### config.mk
export PLATFORM = sky130hd
export DESIGN_NAME = mips_mult_div
export DESIGN_NICKNAME = d
export VERILOG_FILES = /design/src/rtl/mips_md_pkg.sv /design/src/rtl/mips_md_step.sv /design/src/rtl/mips_mult_div.sv
export SDC_FILE = /design/constraint.sdc
export NUM_CORES = 1
export LEC_CHECK = 0
export ABC_AREA = 1
export CAP_MARGIN = 20
export CORE_ASPECT_RATIO = 1.5
export CORE_MARGIN = 2
export CORE_UTILIZATION = 30
export CTS_BUF_LIST = sky130_fd_sc_hd__clkbuf_8
export CTS_CLUSTER_DIAMETER = 40
export DETAILED_ROUTE_END_ITERATION = 12
export PLACE_DENSITY = 0.58
export SETUP_SLACK_MARGIN = 0.5
export SYNTH_ARGS = -nofsm -noshare
export SYNTH_HDL_FRONTEND = slang
export SYNTH_SLANG_ARGS = --single-unit
### constraint.sdc
create_clock -name clk -period 3.5 [get_ports clk]
set_input_delay 0.875 -clock clk [delete_from_list [all_inputs] [get_ports clk]]
set_output_delay 0.875 -clock clk [all_outputs]
set_load 0.01 [all_outputs]
### src/rtl/mips_md_pkg.sv
// Shared definitions for the MIPS multiply/divide unit.
//   MD_WIDTH    default operand width
//   OP_*        op field encodings (bit 1 = divide, bit 0 = unsigned)
//   md_state_e  controller state encoding
package mips_md_pkg;

  localparam int MD_WIDTH = 32;

  localparam logic [1:0] OP_MULT  = 2'b00;
  localparam logic [1:0] OP_MULTU = 2'b01;
  localparam logic [1:0] OP_DIV   = 2'b10;
  localparam logic [1:0] OP_DIVU  = 2'b11;

  typedef enum logic [1:0] {
    ST_IDLE = 2'b00,
    ST_RUN  = 2'b01,
    ST_FIX  = 2'b10
  } md_state_e;

endpackage

### src/rtl/mips_md_step.sv
// One combinational iteration of the multiply/divide datapath.
// Ports:
//   acc       in   2*WIDTH  current accumulator
//   operand   in   WIDTH    multiplicand (multiply) or divisor (divide)
//   in_bit    in   1        next multiplier bit (LSB first) or dividend bit (MSB first)
//   div_mode  in   1        0 = shift-add multiply, 1 = restoring divide
//   acc_next  out  2*WIDTH  accumulator after this step
// Multiply: acc upper half is the running partial product, the lower half
// collects product bits shifted out on the right.
// Divide: acc upper half is the partial remainder, the lower half collects
// quotient bits shifted in on the right.
module mips_md_step #(
  parameter int WIDTH = 32
) (
  input  logic [2*WIDTH-1:0] acc,
  input  logic [WIDTH-1:0]   operand,
  input  logic               in_bit,
  input  logic               div_mode,
  output logic [2*WIDTH-1:0] acc_next
);

  logic [WIDTH:0]   sum;
  logic [WIDTH:0]   shifted;
  logic [WIDTH-1:0] diff;
  logic             fits;

  // Carry out of the add becomes the top product bit after the right shift.
  assign sum = {1'b0, acc[2*WIDTH-1:WIDTH]} + {1'b0, (in_bit ? operand : '0)};

  // Remainder < divisor always, so only the low WIDTH bits of the difference
  // matter once the compare says the subtract succeeds.
  assign shifted = {acc[2*WIDTH-1:WIDTH], in_bit};
  assign fits    = shifted >= {1'b0, operand};
  assign diff    = shifted[WIDTH-1:0] - operand;

  always_comb begin
    acc_next = '0;
    if (div_mode) begin
      acc_next = {(fits ? diff : shifted[WIDTH-1:0]), acc[WIDTH-2:0], fits};
    end else begin
      acc_next = {sum, acc[WIDTH-1:1]};
    end
  end

endmodule

### src/rtl/mips_mult_div.sv
// Iterative multiply/divide unit holding the MIPS HI/LO register pair.
// Ports:
//   clk, rst_n    clock (rising edge) and async active-low reset
//   start, op     launch MULT/MULTU/DIV/DIVU with read_data_1 (rs) / read_data_2 (rt)
//   write_data    MTHI/MTLO data, strobed by hi_we / lo_we (IDLE only)
//   hi, lo        HI/LO registers
//   busy          op in progress (WIDTH+1 cycles)
//   done          one-cycle pulse when an op has just written HI/LO
// state   | meaning
// ST_IDLE | waiting; accepts start or MT writes
// ST_RUN  | one shift-add / shift-subtract step per cycle, WIDTH steps
// ST_FIX  | sign correction, write HI/LO, pulse done
module mips_mult_div
  import mips_md_pkg::*;
#(
  parameter int WIDTH = MD_WIDTH
) (
  input  logic             clk,
  input  logic             rst_n,
  input  logic             start,
  input  logic [1:0]       op,
  input  logic [WIDTH-1:0] read_data_1,
  input  logic [WIDTH-1:0] read_data_2,
  input  logic [WIDTH-1:0] write_data,
  input  logic             hi_we,
  input  logic             lo_we,
  output logic [WIDTH-1:0] hi,
  output logic [WIDTH-1:0] lo,
  output logic             busy,
  output logic             done
);

  localparam int CW = $clog2(WIDTH + 1);

  md_state_e          state;
  logic [1:0]         op_q;
  logic [WIDTH-1:0]   opnd_q;
  logic [WIDTH-1:0]   shreg_q;
  logic [2*WIDTH-1:0] acc_q;
  logic [2*WIDTH-1:0] acc_next;
  logic               sign_a_q;
  logic               sign_b_q;
  logic [CW-1:0]      cnt_q;

  logic               in_signed;
  logic               a_neg;
  logic               b_neg;
  logic [WIDTH-1:0]   mag_a;
  logic [WIDTH-1:0]   mag_b;
  logic               step_bit;

  logic [2*WIDTH-1:0] prod_fix;
  logic [WIDTH-1:0]   quot_fix;
  logic [WIDTH-1:0]   rem_fix;
  logic [WIDTH-1:0]   hi_res;
  logic [WIDTH-1:0]   lo_res;

  assign in_signed = ~op[0];
  assign a_neg     = in_signed & read_data_1[WIDTH-1];
  assign b_neg     = in_signed & read_data_2[WIDTH-1];
  assign mag_a     = a_neg ? -read_data_1 : read_data_1;
  assign mag_b     = b_neg ? -read_data_2 : read_data_2;

  // Multiplier bits are consumed LSB first, dividend bits MSB first.
  assign step_bit = op_q[1] ? shreg_q[WIDTH-1] : shreg_q[0];

  mips_md_step #(.WIDTH(WIDTH)) u_step (
    .acc      (acc_q),
    .operand  (opnd_q),
    .in_bit   (step_bit),
    .div_mode (op_q[1]),
    .acc_next (acc_next)
  );

  always_comb begin
    prod_fix = (sign_a_q ^ sign_b_q) ? -acc_q : acc_q;
    quot_fix = (sign_a_q ^ sign_b_q) ? -acc_q[WIDTH-1:0] : acc_q[WIDTH-1:0];
    rem_fix  = sign_a_q ? -acc_q[2*WIDTH-1:WIDTH] : acc_q[2*WIDTH-1:WIDTH];
    hi_res   = prod_fix[2*WIDTH-1:WIDTH];
    lo_res   = prod_fix[WIDTH-1:0];
    if (op_q[1]) begin
      // With a zero divisor every step "fits", so the remainder ends up as the
      // dividend magnitude; sign correction restores the raw rs value. Only the
      // quotient needs forcing.
      hi_res = rem_fix;
      lo_res = (opnd_q == '0) ? '1 : quot_fix;
    end
  end

  always_ff @(posedge clk or negedge rst_n) begin
    if (!rst_n) begin
      state    <= ST_IDLE;
      op_q     <= OP_MULT;
      opnd_q   <= '0;
      shreg_q  <= '0;
      acc_q    <= '0;
      sign_a_q <= 1'b0;
      sign_b_q <= 1'b0;
      cnt_q    <= '0;
      hi       <= '0;
      lo       <= '0;
      busy     <= 1'b0;
      done     <= 1'b0;
    end else begin
      case (state)
        ST_IDLE: begin
          done <= 1'b0;
          if (start) begin
            op_q     <= op;
            opnd_q   <= op[1] ? mag_b : mag_a;
            shreg_q  <= op[1] ? mag_a : mag_b;
            sign_a_q <= a_neg;
            sign_b_q <= b_neg;
            acc_q    <= '0;
            cnt_q    <= CW'(WIDTH);
            busy     <= 1'b1;
            state    <= ST_RUN;
          end else begin
            if (hi_we) hi <= write_data;
            if (lo_we) lo <= write_data;
          end
        end
        ST_RUN: begin
          acc_q   <= acc_next;
          shreg_q <= op_q[1] ? (shreg_q << 1) : (shreg_q >> 1);
          cnt_q   <= cnt_q - 1'b1;
          if (cnt_q == CW'(1)) state <= ST_FIX;
        end
        ST_FIX: begin
          hi    <= hi_res;
          lo    <= lo_res;
          busy  <= 1'b0;
          done  <= 1'b1;
          state <= ST_IDLE;
        end
        default: state <= ST_IDLE;
      endcase
    end
  end

endmodule

==> results.md <==
- Buf+Inv Stages, Crit Path: 4
- Top_reg_cell synth: dfrtp_1
- Pin count of the biggest net entering global routing: 65
- Detailed placement HPWL: 73000 um
- Port-buffer cells: 168
- Clock Tree Root: clkbuf_8
- TritonCTS clock tree: built
- Combinational Power Share: 0.086
- Sequential area share after synthesis: 0.258
- Total Wirelength: 90500 um
- Reg power frac: 0.416
- Critical Path RT: 4.02 ns
- Io pins: 169
- Post-CTS Hold Fix Bufs: 0
- Rows: 115
- Crit path kind: reg -> reg
- Most frequent cells after synthesis: nand2_1 (1063), inv_1 (450), nor2_1 (388), nand3_1 (342), dfrtp_1 (205)
- Switching pwr: 1.53 mW
- NumNets Final: 3729
- CP arrival: 3.50 ns
- Fin. Hold Viols: 0
- Tcrit/Tclk final: 0.852
- Max_slew headroom: 0.434
- Vias per std cell: 5.16
- Count leader, synth: nand2_1
- Initial DRC count: 1599
- Antenna viol nets, final: 0
- Post-Synthesis Cells: 3370
- Setup TNS: 0 ns
- DRC viols: 0
- Cells after DPL: 4378
- Worst-Margin Slew: 0.846 ns
- Setup violators final: 0
- PwrDens: 238 mW/mm2
- Clock slew seen by the registers of the worst setup and hold paths: 0.06 ns
- Clock sinks: 205
- Max Cap Viol: 0
- Hold Path Class: in -> async
- Layout cell share with drive strength beyond 1: 0.0717
- Unique masters post-synth: 49
- Fmax: 336 MHz
- Syn_nets: 3546
- Worst VDD drop: 0.209 mV
- Clock Latency Late Sink: 0.64 ns
- Grt total ovfl: 0
- CP Launch Type: register
- CP Cell Sequence: nand2_1, o21ai_4, buf_12, inv_1, ha_1, ha_2, inv_1, fa_2, inv_2, nand3_1, nand3_2, nand2_1, nand2_2, nand2_1, nand2_2, nand3b_1, nand3_1, nand3_1, nand3_1, nand2_1
- Crit end category: register
- Mean Syn Cell Area: 5.90 um2
- Ys async rst share: 1.00
- Kind of cell adding the most delay to the critical path: simple AND/OR/NAND/NOR gates
- DIE HEIGHT: 319 um
- Final non-filler cell total: 4460
- EDFF count, synth: 0
- Die ar.: 0.0684 mm2
- CP peak stage delay: 0.49 ns
- Top cells by area, synth: dfrtp_1 (26%), nand2_1 (20%), nand3_1 (8.6%)
- Initial antenna violation count: 1
- Clk pwr share: 0.499
- Slowest CP cell: dfrtp_4
- Syn. warnings: 0
- Starting density of the core: 0.303
- Layout area overhead: 20.8%
- Mapped cell area: 0.0199 mm2
- GPL Wtd Cong: 1.06
- First-pass GRT wire length: 135000 um
- CORE AREA: 0.0656 mm2
- Share of the synthesized area in the top cell type: 0.258
- GR Util All Layers: 0.258
- Leading area contributor after synthesis: dfrtp_1
- Tmin final: 2.98 ns
- Status: completed
- CTS max path bufs: 3
- Switching fraction of total power: 0.268
- Number of synthesized register bits: 205
- Largest fanout on the critical path: 17
- Num CTS Buffers: 42
- H-tree depth: 2
- P_leak: 11.9 nW
- Via count: 23.0k
- Die W: 214 um
- Drt wl/cell: 20.3 um
- Unrepaired setup endpoints after global routing: yes
- Int Power: 4.18 mW
- Pins Over Slew Limit: 0
- First-pass DRT Iterations: 6
- Vias in the first global route: 22.7k
- Final Skew: 0.0613 ns
-- power groups by stage --
stage                     sequential (mW)  combinational (mW)  clock [mW]
after floorplan                      2.42               0.195           0
after global placement               2.42               0.490           0
after detailed placement             2.42               0.487           0
after CTS                            2.37               0.489        2.90
after global routing                 2.37               0.539        2.99
final                                2.37               0.488        2.85
-- kinds of logic after synthesis --
family	share of synthesized area
and+or+nand+nor	0.422
buffers and inverters	0.111
AOI/OAI and AO/OA	0.136
DFF	0.258
adders and majority gates	0.0467
xor gates and xnor gates	0.0260
muxes	0.000503
-- layout by cell type, fill, tap and decap left out, types with 9 or more instances in the layout --
| cell type | Yosys | final |
|---|---|---|
| a21boi_0 | 9 | 9 |
| a21oi_1 | 160 | 158 |
| a31oi_1 | 17 | 17 |
| buf_4 | 0 | 78 |
| clkbuf_8 | 0 | 50 |
| clkdlybuf4s50_1 | 0 | 167 |
| dfrtp_1 | 205 | 201 |
| ha_1 | 71 | 70 |
| inv_1 | 450 | 454 |
| inv_2 | 7 | 11 |
| nand2_1 | 1063 | 1048 |
| nand2_2 | 17 | 27 |
| nand3_1 | 342 | 339 |
| nand3b_1 | 24 | 24 |
| nand4_1 | 68 | 68 |
| nor2_1 | 388 | 377 |
| nor2_2 | 15 | 22 |
| nor3_1 | 39 | 37 |
| o2111ai_1 | 9 | 9 |
| o211ai_1 | 35 | 35 |
| o21ai_0 | 157 | 156 |
| o21ai_1 | 9 | 9 |
| o21bai_1 | 9 | 9 |
| o221ai_1 | 12 | 12 |
| o22ai_1 | 34 | 34 |
| xnor2_1 | 19 | 19 |
| xor2_1 | 40 | 40 |
-- final cells by class --
class | count | area [um2]
tap | 877 | 1100
sequential | 205 | 5140
clock buffer | 50 | 688
timing repair buffer | 252 | 2400
clock inverter | 23 | 239
fill | 7439 | 41600
inverter | 462 | 1730
antenna | 1 | 2.50
multi-input combinational | 2590 | 12700
-- final timing paths --
check	start	to	slack, ns	cells past startpoint
worst max-delay path	op_q[1]	acc_q[57]	0.52	20
worst min-delay path	rst_n	hi[11]	0.12	1
worst max register to register	op_q[1]	acc_q[57]	0.52	20
worst min register to register	busy	busy	0.48	2
max in group asynchronous	rst_n	cnt_q[5]	2.57	2
min in group clk	busy	busy	0.48	2
-- routing by layer --
| layer | GRT usage | vias to the layer above | part of all wire |
|---|---|---|---|
| met5 | 0 | - | 0 |
| met4 | 0.181 | 0 | 0.082 |
| met3 | 0.0304 | 274 | 0.047 |
| met2 | 0.485 | 869 | 0.51 |
| met1 | 0.265 | 10600 | 0.36 |
| li1 | - | 11300 | - |
-- registers in the layout, summed over array words and instances, names as in the netlist, 2 cells and up --
name / count
acc_q: 64
cnt_q: 6
hi: 32
lo: 32
opnd_q: 32
shreg_q: 32
state: 2
-- repair_timing --
| item | CTS | global route |
|---|---|---|
| pin swaps | 1 | 4 |
| gates resized for setup | 8 | 35 |
| hold endpoints to repair | 0 | 0 |
| gates cloned | 0 | 1 |
| setup buffers | 3 | 4 |
| setup endpoints to repair | 25 | 33 |
-- through the flow --
stage / worst slack (ns) / total power [mW] / hold slack (ns) / util / area, um2
global placement: 0.332 / 2.91 / 0.467 / 0.349 / 22900
floorplan: 0.543 / 2.61 / 0.453 / - / 19900
detailed placement: 0.343 / 2.90 / 0.469 / 0.349 / 22900
global route: 0.385 / 5.90 / 0.110 / 0.366 / 24000
CTS: 0.488 / 5.77 / 0.101 / 0.363 / 23800
finish: 0.519 / 5.71 / 0.121 / 0.366 / 24000
Note: power is estimated with default switching activity, not from simulation.
